`src/rtl/keyboard_ctrl_if.sv`:
```
// CPU-side register bus of the keyboard controller: select, read/write strobes,
// write data, registered read data, ready pulse and level interrupt.
interface keyboard_ctrl_if;
    logic        sel;
    logic        rd_en;
    logic        wr_en;
    logic [15:0] wr_data;
    logic [15:0] out;
    logic        irq;
    logic        rdy;

    modport master (
        output sel, rd_en, wr_en, wr_data,
        input  out, irq, rdy
    );

    modport slave (
        input  sel, rd_en, wr_en, wr_data,
        output out, irq, rdy
    );
endinterface

```
`src/rtl/keyboard_ctrl.sv`:
```
// Keyboard controller: edge-detects keystroke strobes, queues 7-bit codes in a
// FIFO and exposes DATA and STATUS/CTRL registers with a one-cycle read.
module keyboard_ctrl #(
    parameter int DEPTH = 8,
    parameter int AW    = 3
) (
    input  logic               clk,
    input  logic               rst_n,
    input  logic [7:0]         key_in,
    keyboard_ctrl_if.slave     bus
);
    localparam logic [AW:0] DEPTH_C = (AW + 1)'(DEPTH);
    localparam logic [AW:0] LAST_C  = (AW + 1)'(DEPTH - 1);
    localparam logic [AW:0] ONE_C   = (AW + 1)'(1);

    function automatic logic [AW:0] ptr_inc(input logic [AW:0] p);
        logic [AW:0] n;
        if (p == LAST_C) begin
            n = {(AW + 1){1'b0}};
        end else begin
            n = p + ONE_C;
        end
        return n;
    endfunction

    logic [6:0]  mem_r [DEPTH];
    logic [AW:0] wr_ptr_r, rd_ptr_r, count_r;
    logic        prev_r, ovf_r, irq_en_r;
    logic [15:0] out_r;
    logic        rdy_r, irq_r;

    logic        push_s, pop_s, push_ok_s, flush_s, ctrl_wr_s;
    logic        full_s, empty_s, ovf_set_s;
    logic        rd_data_s, rd_stat_s;
    logic [4:0]  cnt5_s;
    logic [15:0] status_s;

    // Decode of strobes, FIFO conditions and the status word
    always_comb begin
        full_s    = (count_r == DEPTH_C);
        empty_s   = (count_r == {(AW + 1){1'b0}});
        push_s    = key_in[7] & ~prev_r;
        rd_data_s = bus.rd_en & ~bus.sel;
        rd_stat_s = bus.rd_en & bus.sel;
        // A read in the same cycle masks any write
        ctrl_wr_s = bus.wr_en & bus.sel & ~bus.rd_en;
        flush_s   = ctrl_wr_s & bus.wr_data[0];
        pop_s     = rd_data_s & ~empty_s;
        push_ok_s = push_s & (~full_s | pop_s) & ~flush_s;
        ovf_set_s = push_s & full_s & ~pop_s;
        cnt5_s    = 5'(count_r);
        status_s  = {3'b000, cnt5_s, 4'b0000, irq_en_r, ovf_r, full_s, ~empty_s};
    end

    // FIFO storage; contents need no reset since pointers guard them
    always_ff @(posedge clk) begin
        if (push_ok_s) begin
            mem_r[wr_ptr_r[AW-1:0]] <= key_in[6:0];
        end else begin
            mem_r[wr_ptr_r[AW-1:0]] <= mem_r[wr_ptr_r[AW-1:0]];
        end
    end

    // Pointers, occupancy and strobe history
    always_ff @(posedge clk or negedge rst_n) begin
        if (!rst_n) begin
            wr_ptr_r <= {(AW + 1){1'b0}};
            rd_ptr_r <= {(AW + 1){1'b0}};
            count_r  <= {(AW + 1){1'b0}};
            prev_r   <= 1'b0;
        end else begin
            prev_r <= key_in[7];
            if (flush_s) begin
                wr_ptr_r <= {(AW + 1){1'b0}};
                rd_ptr_r <= {(AW + 1){1'b0}};
                count_r  <= {(AW + 1){1'b0}};
            end else begin
                if (push_ok_s) begin
                    wr_ptr_r <= ptr_inc(wr_ptr_r);
                end else begin
                    wr_ptr_r <= wr_ptr_r;
                end
                if (pop_s) begin
                    rd_ptr_r <= ptr_inc(rd_ptr_r);
                end else begin
                    rd_ptr_r <= rd_ptr_r;
                end
                case ({push_ok_s, pop_s})
                    2'b10:   count_r <= count_r + ONE_C;
                    2'b01:   count_r <= count_r - ONE_C;
                    default: count_r <= count_r;
                endcase
            end
        end
    end

    // Control bits: sticky overflow (set beats clear) and interrupt enable
    always_ff @(posedge clk or negedge rst_n) begin
        if (!rst_n) begin
            ovf_r    <= 1'b0;
            irq_en_r <= 1'b0;
        end else begin
            if (ctrl_wr_s) begin
                irq_en_r <= bus.wr_data[3];
            end else begin
                irq_en_r <= irq_en_r;
            end
            if (ovf_set_s) begin
                ovf_r <= 1'b1;
            end else if (ctrl_wr_s && bus.wr_data[2]) begin
                ovf_r <= 1'b0;
            end else begin
                ovf_r <= ovf_r;
            end
        end
    end

    // Registered bus outputs: read data, ready pulse and interrupt level
    always_ff @(posedge clk or negedge rst_n) begin
        if (!rst_n) begin
            out_r <= 16'h0000;
            rdy_r <= 1'b0;
            irq_r <= 1'b0;
        end else begin
            rdy_r <= bus.rd_en;
            irq_r <= irq_en_r & ~empty_s;
            if (rd_data_s) begin
                out_r <= empty_s ? 16'h0000 : {9'b0_0000_0000, mem_r[rd_ptr_r[AW-1:0]]};
            end else if (rd_stat_s) begin
                out_r <= status_s;
            end else begin
                out_r <= out_r;
            end
        end
    end

    assign bus.out = out_r;
    assign bus.rdy = rdy_r;
    assign bus.irq = irq_r;
endmodule

```
`src/flat_wrapper.sv`:
```
// flat-port wrapper written by rule: the top's interface ports become plain ports
module keyboard_ctrl_flat 
#(
    parameter int DEPTH = 8,
    parameter int AW    = 3
)
  (clk, rst_n, key_in, bus_sel, bus_rd_en, bus_wr_en, bus_wr_data, bus_out, bus_irq, bus_rdy);
  keyboard_ctrl_if bus_i ();
  input  logic clk;
  input  logic rst_n;
  input  logic [7:0] key_in;
  input wire logic [$bits(bus_i.sel)-1:0] bus_sel;
  input wire logic [$bits(bus_i.rd_en)-1:0] bus_rd_en;
  input wire logic [$bits(bus_i.wr_en)-1:0] bus_wr_en;
  input wire logic [$bits(bus_i.wr_data)-1:0] bus_wr_data;
  output wire logic [$bits(bus_i.out)-1:0] bus_out;
  output wire logic [$bits(bus_i.irq)-1:0] bus_irq;
  output wire logic [$bits(bus_i.rdy)-1:0] bus_rdy;
  assign bus_i.sel = bus_sel;
  assign bus_i.rd_en = bus_rd_en;
  assign bus_i.wr_en = bus_wr_en;
  assign bus_i.wr_data = bus_wr_data;
  assign bus_out = bus_i.out;
  assign bus_irq = bus_i.irq;
  assign bus_rdy = bus_i.rdy;
  keyboard_ctrl #(.DEPTH(DEPTH), .AW(AW)) u_core (.clk(clk), .rst_n(rst_n), .key_in(key_in), .bus(bus_i));
endmodule
```
`config.mk`:
```
export PLATFORM = sky130hd
export DESIGN_NAME = keyboard_ctrl_flat
export DESIGN_NICKNAME = d
export VERILOG_FILES = /design/src/rtl/keyboard_ctrl_if.sv /design/src/rtl/keyboard_ctrl.sv /design/src/flat_wrapper.sv
export SDC_FILE = /design/constraint.sdc
export NUM_CORES = 1
export LEC_CHECK = 0
export ABC_CLOCK_PERIOD_IN_PS = 3000
export CAP_MARGIN = 0
export CORE_UTILIZATION = 25
export CTS_BUF_LIST = sky130_fd_sc_hd__clkbuf_16
export DETAILED_ROUTE_END_ITERATION = 8
export SYNTH_ARGS = -nofsm -noshare
export SYNTH_HDL_FRONTEND = slang
export SYNTH_SLANG_ARGS = --single-unit
```
`constraint.sdc`:
```
create_clock -name clk -period 3 [get_ports clk]
set_clock_uncertainty 0.2 [all_clocks]
set_input_delay 0.6 -clock clk [delete_from_list [all_inputs] [get_ports clk]]
set_output_delay 0.6 -clock clk [all_outputs]
set_load 0.01 [all_outputs]
```
# [Word level (Yosys, flattened, before mapping)]
# Memories as Yosys holds them, arrays and structs flattened.
# Index checks and enable logic that the tools add are counted.
[op_classes] add_sub_neg=4 eq_ne=6 n_reduce_logical=8 n_mux=17 bitwise=21
[ops] operator="$mux W16" n=2
[ops] operator="$mux W4" n=7
[ops] operator="$mux W7" n=2
[ops] operator="$add A4 B1 Y4 const B" n=3
[ops] operator="$and A1 B1 Y1" n=12
[ops] operator="$eq A4 B3 Y1 const B" n=2
[ops] operator="$pmux W4 S2" n=1
[ops] operator="$reduce_bool A2 Y1" n=4
[ops] operator="$not A1 Y1" n=7
[ops] operator="$mux W1" n=5
[ops] operator="$eq A4 B4 Y1 const B" n=1
[ops] operator="$logic_not A4 Y1" n=1
[ops] operator="$sub A4 B1 Y4 const B" n=1
[ops] operator="$reduce_bool A3 Y1" n=1
[ops] operator="$eq A2 B1 Y1 const B" n=1
[ops] operator="$eq A2 B2 Y1 const B" n=1
[ops] operator="$or A1 B1 Y1" n=2
[ops] operator="$reduce_and A2 Y1" n=1
[ops] operator="$logic_and A1 B1 Y1" n=1
[ops] operator="$ne A0 B0 Y1" n=1
[totals] ramBits=56 word_cells=66 regBits=33 inputBits=29 mem_count=1
[memory_table] name="u_core.mem_r" depth=8 width=7 read_ports=1 rd_clocked_by_memory_dff=0 wr=1 line="keyboard_ctrl.sv:26" text="logic [6:0] mem_r [DEPTH];"

# [Logic depth before layout (Yosys ltp)]
[logic_depth] word_depth=9 depth_mapped=12

# [Least setup slack after synthesis]
# Ideal clock, no wire load.
[synth_path] kind="input -> register" start="in bus_sel" end="reg u_core.count_r[2]" setup_slack_ns=0.161 required_ns=2.722 t_arrival_ns=2.561 setup_time_ns=0.078 stages=11 path_cell_list="buf_6 nand2b_4 a31oi_2 nand2_1 ha_1 xor2_1 ha_1 a21oi_1 xor2_1 or3_1 a21oi_1"
[synth_between] elab_chain_len=9 elab_cells_between_ends=15 cone_classes="eq/ne (2); mux (2); bitwise (10); reduce/logical (1)"
[synth_lines] element="from (decl)" line="flat_wrapper.sv:12" text="input wire logic [$bits(bus_i.sel)-1:0] bus_sel;"
[synth_lines] element="$not A1 Y1" line="keyboard_ctrl.sv:43" text="rd_data_s = bus.rd_en & ~bus.sel;"
[synth_lines] element="$and A1 B1 Y1" line="keyboard_ctrl.sv:43"
[synth_lines] element="$and A1 B1 Y1" line="keyboard_ctrl.sv:48" text="pop_s = rd_data_s & ~empty_s;"
[synth_lines] element="$or A1 B1 Y1" line="keyboard_ctrl.sv:49" text="push_ok_s = push_s & (~full_s | pop_s) & ~flush_s;"
[synth_lines] element="$and A1 B1 Y1 (2 in series)" line="keyboard_ctrl.sv:49"
[synth_lines] element="$eq A2 B1 Y1 or $eq A2 B2 Y1 (tied branches)" line="keyboard_ctrl.sv:88" text="case ({push_ok_s, pop_s})"
[synth_lines] element="$pmux W4 S2" line="keyboard_ctrl.sv:88"
[synth_lines] element="$mux W4" line="keyboard_ctrl.sv:73" text="if (flush_s) begin"
[synth_lines] element="to (signal assigned)" line="keyboard_ctrl.sv:76" text="count_r <= {(AW + 1){1'b0}};"
[synth_lines] element="to (signal assigned)" line="keyboard_ctrl.sv:89" text="2'b10: count_r <= count_r + ONE_C;"
[synth_lines] element="to (signal assigned)" line="keyboard_ctrl.sv:90" text="2'b01: count_r <= count_r - ONE_C;"
[synth_lines] element="to (decl)" line="keyboard_ctrl.sv:27" text="logic [AW:0] wr_ptr_r, rd_ptr_r, count_r;"
# Several ways; a longest one is shown, not always the timed one.
# A chain may end at the register's enable or synchronous reset.

# [Worst setup path in the final report]
[layout_path] start="in bus_rd_en" end="reg u_core.count_r[2]"
[layout_between] elab_chain_len=8 elab_cells_between_ends=14 cone_classes="eq/ne (2); mux (2); bitwise (9); reduce/logical (1)"
[layout_lines] element="from (decl)" line="flat_wrapper.sv:13" text="input wire logic [$bits(bus_i.rd_en)-1:0] bus_rd_en;"
[layout_lines] element="$and A1 B1 Y1 or $not A1 Y1 (tied branches)" line="keyboard_ctrl.sv:43, keyboard_ctrl.sv:46"
[layout_lines] element="$and A1 B1 Y1 (on tied branches)" line="keyboard_ctrl.sv:48, keyboard_ctrl.sv:46"
[layout_lines] element="$or A1 B1 Y1 or $and A1 B1 Y1 (tied branches)" line="keyboard_ctrl.sv:49, keyboard_ctrl.sv:47"
[layout_lines] element="$and A1 B1 Y1 or $not A1 Y1 (tied branches)" line="keyboard_ctrl.sv:49"
[layout_lines] element="$and A1 B1 Y1" line="keyboard_ctrl.sv:49"
[layout_lines] element="$eq A2 B1 Y1 or $eq A2 B2 Y1 (tied branches)" line="keyboard_ctrl.sv:88"
[layout_lines] element="$pmux W4 S2" line="keyboard_ctrl.sv:88"
[layout_lines] element="$mux W4" line="keyboard_ctrl.sv:73"
# Several ways; a longest one is shown, not always the timed one.

==> impl_metrics.toml <==
[placed_design]
preCtsSetupSlack_ns = -0.166
buffer_ports.inserted = 28
gp_congestion = 0.737
hpwlAfterDp_mm = 4.75

[layout]
post-route-util_pct = 31.8
post_route_cells_drive_above_1_share_pct = 18.8
num_antenna_cells = 0
finish.net_count = 323
syn2layout_area_growth_pct = 24.1
mostFrequentLayoutCells = "sky130_fd_sc_hd__edfxtp_1, sky130_fd_sc_hd__clkdlybuf4s50_1, sky130_fd_sc_hd__dfrtp_1"
layout.cells.most_common = "sky130_fd_sc_hd__edfxtp_1"

[clock_tree]
post-cts-setup-buffer-count = 0
clk_pin_slew_ns = 0.06
ctsRootBufferMaster = "sky130_fd_sc_hd__clkbuf_16"
max_buffers_root_to_sink = 2
cts-buffers-inserted = 9
cts_tree = "yes"
cts.sink_count = 84
cts-hold-fix-buffers = 0
htree_levels = 3
ctsResizeCount = 0
clock_latency_late_sink_ns = 0.34

[job]
max_cap_viol_count = 0

[power]
power_density_nw_per_um2 = 821
ir_drop_mv = 0.309
total_power_after_layout_w = 0.00364
cellLeakagePower_nw = 1.63

[routing]
route.vias.total = 2111
drt-vias-per-instance = 4.46
routed_wirelength_mm = 7.32
post-route-drc-count = 0
route.antenna.remaining_nets = 0
route.detailed.wl_per_inst_um = 15.5
detail_route.iter0.violations = 100
drt_first_pass_iters = 4

[outcome]
status = "finished, final reports clean"

[sta]
final.period_utilization_pct = 94.0
setup-violations-final = 0
shortest_clock_period_the_worst_path_allows_after_layout_ns = 2.82
fmax_mhz = 355
tightest_slew_ns = 0.894
finalHoldViolations = 0
timing_max_transition_violations_final = 0
fin_ws_ns = 0.179
setup_total_negative_slack_ns = 0
timing.slew.headroom_pct = 40.4
rsz0062_at_grt = "no"

[floorplanning]
design.die.area_um2 = 14800
die_y_um = 122
core-area_um2 = 13900
top_level_ports = 47
floorplan.initialDensity_pct = 25.6
num_rows = 43
die_w_um = 122

[global_routing]
first_global_vias = 2117
grt_start_max_net_pins = 29
total_congestion_overflow_after_global_routing = 0
grt_first_pass_wirelength_mm = 11.6
track_usage_pct = 10.9
initial_antenna_violation_count = 0

[worst_setup_path]
worstSetupEndpointType = "flip-flop"
timing.critical_path.cells = "clkdlybuf4s50_1 > nand3b_1 > or2_2 > nand2_1 > ha_1 > xor2_1 > ha_1 > a21oi_1 > xor2_1 > or3_1 > a21oi_1"
r2r_cells = 10
critical_path_class = "in -> reg"
crit_buf_inv = 1
critPathArrivalTime_ns = 2.89
cpMaxStageDelayCell = "sky130_fd_sc_hd__clkdlybuf4s50_1"
max_stage_delay_on_crit_path_ns = 0.48
cp_top_family = "simple AND/OR/NAND/NOR gates"
critPathMaxFanout = 3
cp-start-kind = "input pin"
crit_cells = 11
required_ns = 3.06

[synth]
register_bit_total_from_synthesis = 84
synth_cell_types = 42
syn_inst = 242
synth-adder-area-share_pct = 1.75
post_synth_main_area_contributors = "sky130_fd_sc_hd__edfxtp_1, sky130_fd_sc_hd__dfrtp_1, sky130_fd_sc_hd__mux4_2, sky130_fd_sc_hd__mux2i_1, sky130_fd_sc_hd__ha_1"
yosys.area_share.simple_pct = 7.98
fraction_of_the_yosys_area_taken_by_sequential_cells_pct = 66.7
yosys-mux-area-fraction_pct = 11.7
post_synthesis_async_set_or_reset_flop_share_pct = 33.3
synth_edf_count = 56
synth_compound_gate_area_share_pct = 6.23
top_cell_type_s_share_of_synthesized_area_pct = 47.1
post-synth-top-area-cell = "sky130_fd_sc_hd__edfxtp_1"
yosys_warning_count = 0
syn_avg_cell_area_um2 = 14.8
post_synth_xor_area_fraction_pct = 0.980
synth_top_family_by_area = "multiplexers"
ys.flop_type = "sky130_fd_sc_hd__edfxtp_1"
summed_instance_area_of_the_synthesized_netlist_um2 = 3570

[hold_path]
worst_hold_path.num_cells = 1
min_path_type = "reg -> reg"
cells in the mapped netlist (all sizes together), types with 2 or more instances:
library cell,instances
clkbuf,4
mux2i,9
mux4,13
xor2,3
nand3b,4
inv,14
a21o,3
nand2b,4
a21oi,10
nand3,12
or3,2
nor2,14
o221ai,2
edfxtp,56
or2,2
o22ai,3
nor3,3
ha,5
mux2,3
a31oi,5
nand2,7
o21ai,10
dfrtp,28
buf,14
where the power goes:
group	internal, W	total [W]	switching, W
combinational	0.000506	0.000896	0.000390
clock	0.000633	0.00106	0.000431
sequential	0.00143	0.00168	0.000252
total	0.00257	0.00364	0.00107
per-stage QoR:
step	area, um2	hold slack, ns	cells
after floorplan	3590	0.104	246
after global placement	4150	0.310	458
after detailed placement	4150	0.308	458
after CTS	4430	0.322	473
after global routing	4430	0.335	473
final	4430	0.315	473
metal layers:
layer | global-route usage [%] | vias up | part of all wire [%]
li1 | - | 983 | -
met4 | 3.40 | 0 | 1.3
met3 | 4.21 | 12 | 6.1
met5 | 0 | - | 0
met1 | 13.5 | 1051 | 45
met2 | 17.4 | 65 | 48
registers in the layout, indices dropped and copies added (netlist names):
name,flops
u_core.rd_ptr_r,4
u_core.mem_r,56
u_core.irq_en_r,1
u_core.bus.out,11
u_core.ovf_r,1
u_core.wr_ptr_r,4
u_core.bus.rdy,1
u_core.count_r,4
u_core.prev_r,1
u_core.bus.irq,1
worst paths after layout:
check	from	endpoint	slack, ns
max	bus_rd_en	u_core.count_r[2]$_DFFE_PN0P_	0.18
min	u_core.bus.out[0]$_DFFE_PN0P_	u_core.bus.out[0]$_DFFE_PN0P_	0.32
max reg2reg	u_core.count_r[0]$_DFFE_PN0P_	u_core.count_r[2]$_DFFE_PN0P_	0.39
min reg2reg	u_core.bus.out[0]$_DFFE_PN0P_	u_core.bus.out[0]$_DFFE_PN0P_	0.32
max in group asynchronous	rst_n	u_core.irq_en_r$_DFFE_PN0N_	1.88
min in group asynchronous	rst_n	u_core.count_r[2]$_DFFE_PN0P_	0.44
area by class of cell:
| cell class | count | area [um2] |
|---|---|---|
| Fill cell | 1362 | 9500 |
| Sequential cell | 84 | 2380 |
| Inverter | 15 | 56.3 |
| Multi-Input combinational cell | 129 | 1040 |
| Clock buffer | 9 | 225 |
| Tap cell | 180 | 225 |
| Timing Repair Buffer | 50 | 445 |
| Clock inverter | 6 | 58.8 |
cell families (layout without fill, tap and decap cells):
logic type | Yosys count | in the layout
AOI/OAI and AO/OA | 36 | 36
xor gates and xnor gates | 4 | 4
adders and majority gates | 5 | 5
buffers and inverters | 33 | 80
DFF | 84 | 84
muxes | 25 | 25
other | 1 | 5
and+or+nand+nor | 54 | 54
worst reg2reg max path, stage by stage (launching register included):
cell and delay (ns):
sky130_fd_sc_hd__dfrtp_1 0.47, sky130_fd_sc_hd__nor4_1 0.39, sky130_fd_sc_hd__or2_1 0.18, sky130_fd_sc_hd__inv_1 0.06, sky130_fd_sc_hd__ha_1 0.22, sky130_fd_sc_hd__xor2_1 0.15
sky130_fd_sc_hd__ha_1 0.19, sky130_fd_sc_hd__a21oi_1 0.15, sky130_fd_sc_hd__xor2_1 0.09, sky130_fd_sc_hd__or3_1 0.30, sky130_fd_sc_hd__a21oi_1 0.14
Power figures use the tool's default switching activity.
==> RTL change 1, RTL diff (same settings) <==
`AW` is set to 3 in 2 places; all go to 4.
--- a/src/rtl/keyboard_ctrl.sv
+++ b/src/rtl/keyboard_ctrl.sv
@@ -2,7 +2,7 @@
 // FIFO and exposes DATA and STATUS/CTRL registers with a one-cycle read.
 module keyboard_ctrl #(
     parameter int DEPTH = 8,
-    parameter int AW    = 3
+    parameter int AW    = 4
 ) (
     input  logic               clk,
     input  logic               rst_n,
--- a/src/flat_wrapper.sv
+++ b/src/flat_wrapper.sv
@@ -2,7 +2,7 @@
 module keyboard_ctrl_flat 
 #(
     parameter int DEPTH = 8,
-    parameter int AW    = 3
+    parameter int AW    = 4
 )
   (clk, rst_n, key_in, bus_sel, bus_rd_en, bus_wr_en, bus_wr_data, bus_out, bus_irq, bus_rdy);
   keyboard_ctrl_if bus_i ();
Function: same outputs for any inputs over 4 cycles, from zero or initial values and one cycle with rst_n low; that may be too few to reach the edited logic, so the function may still have changed.
==> RTL change 1 against the original RTL <==
The flow now finishes with violations (DRC); synthesized area is 6.1% higher; final area is 9.3% higher; power is 5.8% higher; non-clock buffer count is 19 higher; routed wire length is 6.7% higher; worst setup slack worse by 0.13 ns; sequential share of layout area is 2.5 points lower; sequential cell count is 4 higher; critical endpoint is now u_core.cnt5_s[4]; highest routed layer unchanged.
==> RTL change 1: results (changes against the original RTL) <==
metric,value,unit,change
WP data arrival,2.96,ns,+0.07 ns
Placed Area,4520,sq um,+8.9%
Area Growth Syn to Fin,27.8,%,
reg2reg setup slack,0.22,ns,-0.17 ns
number of nets in the layout,365,,+13%
worst hold start,u_core.ovf_r,,
Detail Placement HPWL,5.33,mm,+12%
Routed WL,7.81,mm,+6.7%
Max transition margin,0.585,,+0.181
drt drc,2,,+2
pin count of the biggest net entering global routing,33,,+14%
Reg2Reg Capture Point,u_core.cnt5_s[4],,
status,finished with violations,,
"CP delay by family, top",compound AO/OA/AOI/OAI gates,,
fraction of registers with async set/reset,0.364,,+0.0303
CP max FO,2,,-1
WHS,0.290,ns,-0.0253 ns
hold path cells,2,,+1
Inst Count DP,499,,+9.0%
hold path endpoint,u_core.ovf_r,,
VDD IR max,357,uV,+16%
reg-to-reg startpoint,u_core.cnt5_s[4],,
RD Place Congestion,0.730,,-0.94%
failing checks,DRC,,
Final Instance Count excl. Fillers,519,,+9.7%
vias in the first global route,2395,,+13%
Via density,4.52,,+1.3%
static leakage,1.80,nW,+11%
first-pass GRT wire length,12.6,mm,+8.6%
initial detailed-routing violation count,140,,+40%
Post-Syn Instances,264,,+9.1%
I/O Buffers,29,,+3.6%
"Seq/Total Area, Yosys",0.655,,-0.0121
Filler cells,1451,,+6.5%
## RTL change 1: cell type report
cell class | count | area, sq um | share of cell area
sequential | 88 | 2480 | 0.512
tap | 184 | 230 | 0.0475
clock buffer | 9 | 225 | 0.0465
timing repair buffer | 69 | 601 | 0.124
clock inverter | 7 | 41.3 | 0.00852
multi-input combinational | 149 | 1220 | 0.252
inverter | 13 | 48.8 | 0.0101
## RTL change 1: logic make-up (layout without fill, tap and decap cells)
kind of cell / Yosys count / in the layout / synth area share
AOI/OAI and AO/OA: 34 / 34 / 0.0584
xor gates and xnor gates: 9 / 9 / 0.0208
adders and majority gates: 6 / 6 / 0.0198
buffers and inverters: 30 / 98 / 0.0363
DFF: 88 / 88 / 0.655
muxes: 24 / 24 / 0.111
other: 1 / 4 / 0.000989
and+or+nand+nor: 72 / 72 / 0.0983
## RTL change 1: repair_timing
item	in CTS	in global routing
resized for setup	5	4
hold endpoints to repair	0	0
pin swaps	3	3
setup buffers	2	2
endpoints found under the setup margin	1	1
## RTL change 1: stage by stage
| stage | TNS (ns) | power (mW) | utilization |
|---|---|---|---|
| after global routing | -0.0146 | 4.08 | 0.331 |
| final | 0 | 3.85 | 0.331 |
| after detailed placement | -0.688 | 2.88 | 0.309 |
| after global placement | -0.566 | 2.84 | 0.309 |
| after CTS | 0 | 3.89 | 0.329 |
| after floorplan | 0 | 2.40 | - |
## RTL change 1: tightest hold or removal path: stages (launching register included)
cell	delay [ns]
dfrtp_1	0.34
nand2_1	0.05
o21ai_0	0.06
## RTL change 1: how the worst max path moves through the flow
| stage | slack [ns] | start | end |
|---|---|---|---|
| after floorplan | 0.02 | u_core.cnt5_s[2] | u_core.cnt5_s[4] |
| after global placement | -0.41 | bus_sel | u_core.cnt5_s[4] |
| after detailed placement | -0.42 | bus_sel | u_core.cnt5_s[4] |
| after CTS | 0.0004 | key_in[7] | u_core.cnt5_s[4] |
| after global routing | -0.01 | key_in[7] | u_core.cnt5_s[4] |
| final | 0.05 | key_in[7] | u_core.cnt5_s[4] |
## RTL change 1: per-layer routing
metal / vias to the layer above / share of wire / GRT usage
met3: 15 / 0.045 / 0.0394
li1: 1104 / - / -
met5: - / 0 / 0
met4: 0 / 0.016 / 0.0337
met2: 47 / 0.46 / 0.168
met1: 1181 / 0.48 / 0.138
## RTL change 1: power groups by stage
stage	Sequential, mW	Clock, mW	Combinational, mW
finish	1.68	0.994	1.17
global route	1.71	1.08	1.30
CTS	1.69	1.02	1.19
detailed placement	1.71	0	1.17
global placement	1.70	0	1.14
floorplan	1.64	0	0.758
==> RTL change 2, RTL diff (same settings) <==
Made on the original files. Add an input register stage for `key_in`, cleared by the reset; this delays it by one clock. The other inputs are not delayed to match.
--- a/src/rtl/keyboard_ctrl.sv
+++ b/src/rtl/keyboard_ctrl.sv
@@ -12,6 +12,16 @@
     localparam logic [AW:0] DEPTH_C = (AW + 1)'(DEPTH);
     localparam logic [AW:0] LAST_C  = (AW + 1)'(DEPTH - 1);
     localparam logic [AW:0] ONE_C   = (AW + 1)'(1);
+
+    logic [7:0] key_q;
+
+    always_ff @(posedge clk or negedge rst_n) begin
+        if (!rst_n) begin
+            key_q <= '0;
+        end else begin
+            key_q <= key_in;
+        end
+    end
 
     function automatic logic [AW:0] ptr_inc(input logic [AW:0] p);
         logic [AW:0] n;
@@ -39,7 +49,7 @@
     always_comb begin
         full_s    = (count_r == DEPTH_C);
         empty_s   = (count_r == {(AW + 1){1'b0}});
-        push_s    = key_in[7] & ~prev_r;
+        push_s    = key_q[7] & ~prev_r;
         rd_data_s = bus.rd_en & ~bus.sel;
         rd_stat_s = bus.rd_en & bus.sel;
         // A read in the same cycle masks any write
@@ -55,7 +65,7 @@
     // FIFO storage; contents need no reset since pointers guard them
     always_ff @(posedge clk) begin
         if (push_ok_s) begin
-            mem_r[wr_ptr_r[AW-1:0]] <= key_in[6:0];
+            mem_r[wr_ptr_r[AW-1:0]] <= key_q[6:0];
         end else begin
             mem_r[wr_ptr_r[AW-1:0]] <= mem_r[wr_ptr_r[AW-1:0]];
         end
@@ -69,7 +79,7 @@
             count_r  <= {(AW + 1){1'b0}};
             prev_r   <= 1'b0;
         end else begin
-            prev_r <= key_in[7];
+            prev_r <= key_q[7];
             if (flush_s) begin
                 wr_ptr_r <= {(AW + 1){1'b0}};
                 rd_ptr_r <= {(AW + 1){1'b0}};
Function: changed (a bounded check fails within 4 cycles, from zero or initial values and one cycle with rst_n low).
==> RTL change 2 against the original RTL <==
Power increased by 9.5%; synthesized area increased by 7.6%; sequential share of layout area increased by 0.72 points; final area increased by 7.0%; combinational power increased by 3.9%; sequential cell count increased by 8; critical path type unchanged; worst setup slack improved by 0.023 ns; routed wire length decreased by 0.71%.
==> RTL change 2: results (changes against the original RTL) <==
metric,value,unit,change
static leakage,1.78,nW,+9.2%
Worst Hold Class,input pin to async pin,,
Synth cell types,47,,+12%
share of cells above drive strength 1,0.212,,+0.0242
"top cells by area, synth","edfxtp_1 44%, dfrtp_1 23%, mux4_2 6.4%",,
"Seq/Total Area, Yosys",0.672,,+0.00521
first-pass GRT wire length,11.6,mm,-0.47%
GRT Overall Usage,0.0991,,-0.00956
number of synthesized flops with an enable pin,56,,unchanged
Detail Placement HPWL,4.91,mm,+3.4%
number of nets in the layout,331,,+2.5%
status,"finished, final reports clean",,
Avg WL per Cell,15.0,microns,-3.4%
R2R depth,10,,unchanged
vias in the first global route,2146,,+1.4%
VDD IR max,382,uV,+23%
pin count of the biggest net entering global routing,37,,+28%
Slew @ Worst Pin,0.900,ns,+0.00662 ns
fraction of registers with async set/reset,0.391,,+0.0580
reg2reg setup slack,0.25,ns,-0.14 ns
initial detailed-routing violation count,69,,-31%
WP data arrival,2.87,ns,-0.02 ns
most frequent cells after synthesis,"56 x edfxtp_1, 36 x dfrtp_1, 14 x nand2_1, 14 x o21ai_0, 13 x nor2_1",,
Placed Area,4410,sq um,+6.2%
Filler cells,1444,,+6.0%
reg-to-reg startpoint,u_core.count_r[1],,
via count,2090,,-0.99%
RTL change 2: changes by cell type after synthesis, moves of 4 or more:
| cell | change |
|---|---|
| buf_2 | -5 |
| inv_1 | -5 |
| nand3_1 | -4 |
| o21ai_0 | +4 |
| dfrtp_1 | +8 |
| nand2_1 | +7 |
RTL change 2: report_power, final:
part | internal, mW | switching, mW | leakage [nW]
sequential | 1.54 | 0.255 | 0.951
clock | 0.753 | 0.511 | 0.166
combinational | 0.533 | 0.398 | 0.658
RTL change 2: cell type report:
| class | count | share of cell area |
|---|---|---|
| clock buffer | 9 | 0.0475 |
| multi-input combinational | 133 | 0.233 |
| clock inverter | 7 | 0.0235 |
| tap | 184 | 0.0485 |
| timing repair buffer | 52 | 0.0960 |
| inverter | 9 | 0.00712 |
| sequential | 92 | 0.544 |
RTL change 2: cells by family after synthesis:
family,count (synthesis),synth area share
DFF,92,0.672
adders and majority gates,5,0.0163
AOI/OAI and AO/OA,33,0.0534
xor gates and xnor gates,5,0.0114
other,1,0.000976
buffers and inverters,26,0.0469
and+or+nand+nor,62,0.0902
muxes,23,0.109
RTL change 2: routing by layer:
metal | GRT usage | part of all wire
met5 | 0 | 0
met4 | 0.0340 | 0.014
met3 | 0.0365 | 0.043
met2 | 0.155 | 0.46
met1 | 0.126 | 0.49
RTL change 2: worst max path at each step:
stage,start,to,slack [ns],depth (start not counted)
detailed placement,bus_sel,u_core.count_r[2],-0.13,11
floorplan,bus_sel,u_core.count_r[2],0.08,12
finish,bus_sel,u_core.count_r[2],0.20,11
global route,bus_sel,u_core.count_r[2],0.08,11
CTS,bus_sel,u_core.count_r[2],0.20,11
global placement,bus_sel,u_core.count_r[2],-0.10,11
RTL change 2: through the flow:
stage	instances	hold slack (ns)	setup slack, ns
6_report	486	0.182	0.202
5_1_grt	486	0.214	0.0819
3_3_place_gp	470	0.169	-0.102
4_1_cts	486	0.194	0.203
2_1_floorplan	251	0.104	0.0750
3_5_place_dp	470	0.181	-0.125
RTL change 2: worst max-delay path, stage by stage:
cell,delay [ns]
clkdlybuf4s50_1,0.47
nand2b_1,0.24
a31oi_4,0.21
nand2_1,0.09
ha_1,0.21
xor2_1,0.15
ha_1,0.19
a21oi_1,0.15
xor2_1,0.09
or3_1,0.31
a21oi_1,0.15
